==> src/rtl/bresenham_tracer.sv <==
// Purpose : traces one sensor beam across an occupancy grid, issuing one cell write per
//           cell from the origin (x0,y0) to the hit cell (x1,y1) using Bresenham's line walk.
// Latency : start accepted at edge N, first write strobe possible in cycle N+2; done pulses
//           in the cycle after the final write, together with ready.
// Backpressure: occ_busy high freezes the walk (no strobe, x/y/err held) until it drops.
//
// Ports   : clock/reset (async, active low); start + x0/y0/x1/y1 request a beam (latched
//           on the accepting edge); occ_busy stalls writes; x/y/cell_is_free/bresenham_we
//           form the grid write; ready = able to accept start; done = end-of-beam pulse.
// Option  : define BRESENHAM_SKIP_ORIGIN_EN to suppress the write of the origin cell
//           (the walk still spends one cycle stepping past it); a degenerate beam still
//           writes its single hit cell.
module bresenham_tracer #(
   parameter int X_WIDTH = 5,
   parameter int Y_WIDTH = 4
) (
   input  logic               clock,
   input  logic               reset,
   input  logic               start,
   input  logic [X_WIDTH-1:0] x0,
   input  logic [Y_WIDTH-1:0] y0,
   input  logic [X_WIDTH-1:0] x1,
   input  logic [Y_WIDTH-1:0] y1,
   input  logic               occ_busy,
   output logic [X_WIDTH-1:0] x,
   output logic [Y_WIDTH-1:0] y,
   output logic               cell_is_free,
   output logic               bresenham_we,
   output logic               ready,
   output logic               done
);

   // Two guard bits: one for sign, one so that 2*err never overflows.
   localparam int W = ((X_WIDTH > Y_WIDTH) ? X_WIDTH : Y_WIDTH) + 2;

   typedef enum logic [1:0] {IDLE, SETUP, STEP, FINISH} state_t;

   state_t                state_q, state_d;
   logic [X_WIDTH-1:0]    x0_q, x0_d, x1_q, x1_d, x_q, x_d;
   logic [Y_WIDTH-1:0]    y0_q, y0_d, y1_q, y1_d, y_q, y_d;
   logic signed [W-1:0]   dx_q, dx_d, dy_q, dy_d, err_q, err_d;
   logic                  sx_neg_q, sx_neg_d, sy_neg_q, sy_neg_d;
   logic                  origin_skip;

   logic signed [W-1:0]   x0_e, x1_e, y0_e, y1_e;
   logic signed [W-1:0]   dx_c, dy_c, e2, err_n;
   logic                  at_hit, accept, advance;

   assign x0_e = signed'({{(W-X_WIDTH){1'b0}}, x0_q});
   assign x1_e = signed'({{(W-X_WIDTH){1'b0}}, x1_q});
   assign y0_e = signed'({{(W-Y_WIDTH){1'b0}}, y0_q});
   assign y1_e = signed'({{(W-Y_WIDTH){1'b0}}, y1_q});

   // dx is the positive column span, dy the negated row span.
   assign dx_c = (x1_e >= x0_e) ? (x1_e - x0_e) : (x0_e - x1_e);
   assign dy_c = (y1_e >= y0_e) ? (y0_e - y1_e) : (y1_e - y0_e);
   assign e2   = err_q <<< 1;

   assign at_hit = (x_q == x1_q) && (y_q == y1_q);
   // Ready in FINISH as well, so ready rises together with done.
   assign ready  = (state_q == IDLE) || (state_q == FINISH);
   assign accept = start && ready;

`ifdef BRESENHAM_SKIP_ORIGIN_EN
   logic skip_q, skip_d;
   assign origin_skip = skip_q;
   always_ff @(posedge clock or negedge reset) begin
      if (!reset) skip_q <= 1'b0;
      else        skip_q <= skip_d;
   end
   always_comb begin
      skip_d = skip_q;
      // Arm only for a real line; a degenerate beam must still write its hit cell.
      if (state_q == SETUP)     skip_d = !((x0_q == x1_q) && (y0_q == y1_q));
      else if (state_q == STEP) skip_d = 1'b0;
   end
`else
   assign origin_skip = 1'b0;
`endif

   assign bresenham_we = (state_q == STEP) && !occ_busy && !origin_skip;
   assign cell_is_free = (state_q == STEP) && !at_hit;
   assign done         = (state_q == FINISH);
   assign x            = x_q;
   assign y            = y_q;

   always_comb begin
      state_d  = state_q;
      x0_d     = x0_q;
      y0_d     = y0_q;
      x1_d     = x1_q;
      y1_d     = y1_q;
      x_d      = x_q;
      y_d      = y_q;
      dx_d     = dx_q;
      dy_d     = dy_q;
      err_d    = err_q;
      sx_neg_d = sx_neg_q;
      sy_neg_d = sy_neg_q;
      err_n    = err_q;
      advance  = 1'b0;

      case (state_q)
         IDLE, FINISH: begin
            state_d = IDLE;
            if (accept) begin
               x0_d    = x0;
               y0_d    = y0;
               x1_d    = x1;
               y1_d    = y1;
               state_d = SETUP;
            end
         end
         SETUP: begin
            dx_d     = dx_c;
            dy_d     = dy_c;
            err_d    = dx_c + dy_c;
            sx_neg_d = (x1_q < x0_q);
            sy_neg_d = (y1_q < y0_q);
            x_d      = x0_q;
            y_d      = y0_q;
            state_d  = STEP;
         end
         STEP: begin
            // A skipped origin needs no grid slot, so it steps regardless of occ_busy.
            if (origin_skip) begin
               advance = 1'b1;
            end else if (!occ_busy) begin
               if (at_hit) state_d = FINISH;
               else        advance = 1'b1;
            end
         end
         default: state_d = IDLE;
      endcase

      if (advance) begin
         if (e2 >= dy_q) begin
            err_n = err_n + dy_q;
            x_d   = sx_neg_q ? (x_q - 1'b1) : (x_q + 1'b1);
         end
         if (e2 <= dx_q) begin
            err_n = err_n + dx_q;
            y_d   = sy_neg_q ? (y_q - 1'b1) : (y_q + 1'b1);
         end
         err_d = err_n;
      end
   end

   always_ff @(posedge clock or negedge reset) begin
      if (!reset) begin
         state_q  <= IDLE;
         x0_q     <= '0;
         y0_q     <= '0;
         x1_q     <= '0;
         y1_q     <= '0;
         x_q      <= '0;
         y_q      <= '0;
         dx_q     <= '0;
         dy_q     <= '0;
         err_q    <= '0;
         sx_neg_q <= 1'b0;
         sy_neg_q <= 1'b0;
      end else begin
         state_q  <= state_d;
         x0_q     <= x0_d;
         y0_q     <= y0_d;
         x1_q     <= x1_d;
         y1_q     <= y1_d;
         x_q      <= x_d;
         y_q      <= y_d;
         dx_q     <= dx_d;
         dy_q     <= dy_d;
         err_q    <= err_d;
         sx_neg_q <= sx_neg_d;
         sy_neg_q <= sy_neg_d;
      end
   end

endmodule

==> config.mk <==
export PLATFORM = sky130hd
export DESIGN_NAME = bresenham_tracer
export DESIGN_NICKNAME = d
export VERILOG_FILES = /design/src/rtl/bresenham_tracer.sv
export SDC_FILE = /design/constraint.sdc
export NUM_CORES = 1
export LEC_CHECK = 0
export CAP_MARGIN = 5
export CORE_AREA = 8 8 92 94
export DETAILED_ROUTE_END_ITERATION = 10
export DIE_AREA = 0 0 100 102
export MAX_ROUTING_LAYER = met4
export PLACE_DENSITY = 0.8
export SLEW_MARGIN = 30
export SYNTH_ARGS = -nofsm -noshare
export SYNTH_HDL_FRONTEND = slang
export SYNTH_SLANG_ARGS = --single-unit
==> constraint.sdc <==
create_clock -name clock -period 4.7 [get_ports clock]
set_clock_uncertainty 0.2 [all_clocks]
set_input_delay 0.47 -clock clock [delete_from_list [all_inputs] [get_ports clock]]
set_output_delay 0.47 -clock clock [all_outputs]
set_load 0.1 [all_outputs]
==> flow_summary_export.csv <==
group,metric,value,unit
critical_path,cp_cell_sequence,"inv_1, ha_1, inv_1, fa_1, nand3_1, a31oi_2, o21ai_0, inv_1, fa_1, inv_1, a21o_1, a21oi_1, xnor2_1, a211oi_1, a21oi_1",
synthesis,synth.area.top_cells,"dfrtp_1 30%, ha_1 17%, mux2_2 6.5%",
sta,fin_setup_tns,0,ps
critical_path,crit_start,"x1_q[0]",
global_route,grt_use_total,19.2,%
floorplanning,fp-row-count,31,
placement,post-place-ws,1080,ps
critical_path,ff2ff_setup_slack,1050,ps
finish,multi_input_comb_area,2540,sq um
clock_network,ctsHoldBuffers,1,
finish,nets,548,
detailed_routing,postRouteAntennaNets,0,
sta,worstMarginPinSlew,984,ps
synthesis,ys_seq_elements,48,
clock_network,cts_made_buffers,5,
critical_path,cp_common_cell,"inv_1",
finish,fillers,574,
critical_path,slowest_stage,"fa_1",
sta,relSlewSlack,34.2,%
floorplanning,initial_core_util,56.9,%
sta,setup_ws,1050,ps
clock_network,root_buffer,"clkbuf_8",
finish,diodes,0,
placement,post-place-cells,555,
detailed_routing,via_count,3168,
global_route,antenna_found_initial,0,
synthesis,synth_largest_area_cell,"dfrtp_1",
floorplanning,die_x,100,um
power,p_clk_share,29.8,%
global_route,grt_util_met3,2.86,%
synthesis,yosys-top-cells-count,"58 x inv_1, 53 x ha_1, 48 x dfrtp_1",
clock_network,path_clk_slew,90,ps
sta,fmax,274,MHz
synthesis,netlist_area,4020,sq um
global_route,grt_max_degree,49,
sta,setup_viol,0,
floorplanning,coreArea,7060,sq um
power,p_per_area,239,nW/um^2
placement,gp_congestion,0.914,
synthesis,synth_enable_flop_cells,0,
critical_path,r2r-start,"x1_q[0]",
global_route,use_met1,23.4,%
detailed_routing,avgRoutedWirePerCell,15.9,um
synthesis,avgSynthCellArea,9.29,sq um
synthesis,synth_top_area_share,29.9,%
global_route,use_met2,31.8,%
global_route,grt-ovfl-total,0,
clock_network,clock_latency,310,ps
detailed_routing,viasPerCell,5.62,
synthesis,ys_warn_count,0,
critical_path,slowest_delay,470,ps
power,p_int,0.714,mW
critical_path,end_kind,"flip-flop",
power,p_seq_share,42.5,%
sta,final_max_slew_viol_count,0,
global_route,grt_pass1_vias,3289,
finish,final_cells,564,
clock_network,clockBufferDepth,2,
synthesis,synth_most_common_cell,"inv_1",
synthesis,synth_ff_type,"dfrtp_1",
floorplanning,die_h,102,um
critical_path,path_class,"reg -> reg",
power,p_sw,0.378,mW
synthesis,yosysUniqueCellTypes,46,
synthesis,seq_area_frac_synth,29.9,%
synthesis,synthesis.nets,516,
synthesis,syn_inst,432,
status,status,"complete, no violations",
critical_path,cp.arrival,3620,ps
sta,period_share,77.7,%
detailed_routing,drtIter0Drc,165,
detailed_routing,post-route-drc-count,0,
critical_path,critPathLaunchType,"flip-flop",
clock_network,tritoncts,"built",
power,power.share.combinational,27.7,%
clock_network,post_cts.repair.setup_buffers,0,
detailed_routing,first_pass_iters,4,
power,leakage,2.15,nW
critical_path,crit_fanout,9,
job,maxCapViolCount,0,
placement,dp_hpwl,6970,um
power,total_power,1.09,mW
finish,final_util,64.6,%
floorplanning,die-area,10200,sq um
global_route,grt_pass1_wl,15400,um
detailed_routing,wirelength,8950,um
critical_path,crit_required,4670,ps
sta,finalHoldViolCount,0,
clock_network,cts_resized,0,
finish,area_delta_synth_final,13.6,%
floorplanning,io-pin-count,35,
sta,rsz0062_at_grt,"no",
synthesis,async_flop_share,100,%
clock_network,htree_levels,2,
placement,numPortBuffers,34,
finish,ff_latch_area,1200,sq um
power,peakVddDrop,0.000412,V
global_route,grt_busiest_layer,"met2",
hold_path,hold_start,"y0_q[3]",
sta,fin_crit,3650,ps
hold_path,hp-class,"reg -> reg",
finish,drive_gt1_share,7.96,%
power,swShare,34.6,%
clock_network,clkSinkCount,48,
[flip-flops by register name, indices dropped and copies added (netlist names)]
| name | count |
|---|---|
| x1_q | 5 |
| y1_q | 4 |
| x | 5 |
| sx_neg_q | 1 |
| state_q | 2 |
| dx_q | 6 |
| sy_neg_q | 1 |
| x0_q | 5 |
| err_q | 6 |
| dy_q | 5 |
| y0_q | 4 |
| y | 4 |
[critical path: cells and delay by family (launching register included)]
family          cells  cell delay [ps]
compound gates      6             1180
xor+xnor            1              150
fa+ha+maj           3             1040
buf+inv             4              340
flops               1              440
simple gates        1              150
[placed cells by master (no fill, tap or decap), drive strengths merged, types with 2 or more instances in the layout]
cell,count
a21o,14
o21ai,30
nand2b,2
a22oi,2
xnor2,19
o21bai,2
clkbuf,6
xor2,12
nor2,14
o21a,3
nand3b,2
nand4,3
nand2,28
nand3,5
a31oi,2
a21oi,40
nor2b,8
and2,3
mux2i,9
clkdlybuf4s50,33
a211oi,8
o211ai,3
inv,58
mux2,23
dfrtp,48
nor3,3
buf,3
or3,2
fa,9
ha,53
[power groups by stage]
| stage | combinational [mW] | sequential (mW) | clock (mW) |
|---|---|---|---|
| final | 0.303 | 0.464 | 0.325 |
| after global routing | 0.330 | 0.466 | 0.348 |
| after CTS | 0.304 | 0.463 | 0.332 |
| after detailed placement | 0.301 | 0.471 | 0 |
| after global placement | 0.294 | 0.469 | 0 |
| after floorplan | 0.121 | 0.562 | 0 |
[routing by layer]
| layer | share of wire, % | vias up | wire length, um |
|---|---|---|---|
| met5 | 0 | - | 0 |
| met4 | 1.9 | 0 | 170 |
| met3 | 3.5 | 15 | 315 |
| met2 | 49 | 70 | 4360 |
| met1 | 46 | 1525 | 4100 |
| li1 | - | 1558 | - |
[cell families after synthesis]
group | count (synthesis) | share of synthesized area (%)
AO/OA/AOI/OAI | 115 | 17.7
AND/OR/NAND/NOR | 74 | 9.01
buffers and inverters | 70 | 6.92
adder cells (fa/ha/maj) | 62 | 21.0
flip-flops | 48 | 29.9
multiplexers | 32 | 8.69
XOR/XNOR | 31 | 6.76
[area by class of cell]
cell class	count	share of cell area, %
multi-input combinational	314	55.6
sequential	48	26.3
timing repair buffer	37	7.95
inverter	58	4.77
tap	99	2.71
clock buffer	6	1.81
clock inverter	2	0.850
[path summary, 6_finish.rpt]
| check | depth (start not counted) | endpoint |
|---|---|---|
| min in group asynchronous | 2 | sy_neg_q |
| worst max-delay path | 15 | err_q[4] |
| worst max register to register | 15 | err_q[4] |
| max in group asynchronous | 2 | sx_neg_q |
| worst min-delay path | 1 | y0_q[3] |
| worst min register to register | 1 | y0_q[3] |
[per-stage QoR]
step / cell area, sq um / hold WS, ps
after floorplan: 4020 / -25.6
after global placement: 4430 / 335
after detailed placement: 4430 / 329
after CTS: 4560 / 355
after global routing: 4560 / 370
final: 4560 / 359
Power figures use the tool's default switching activity.
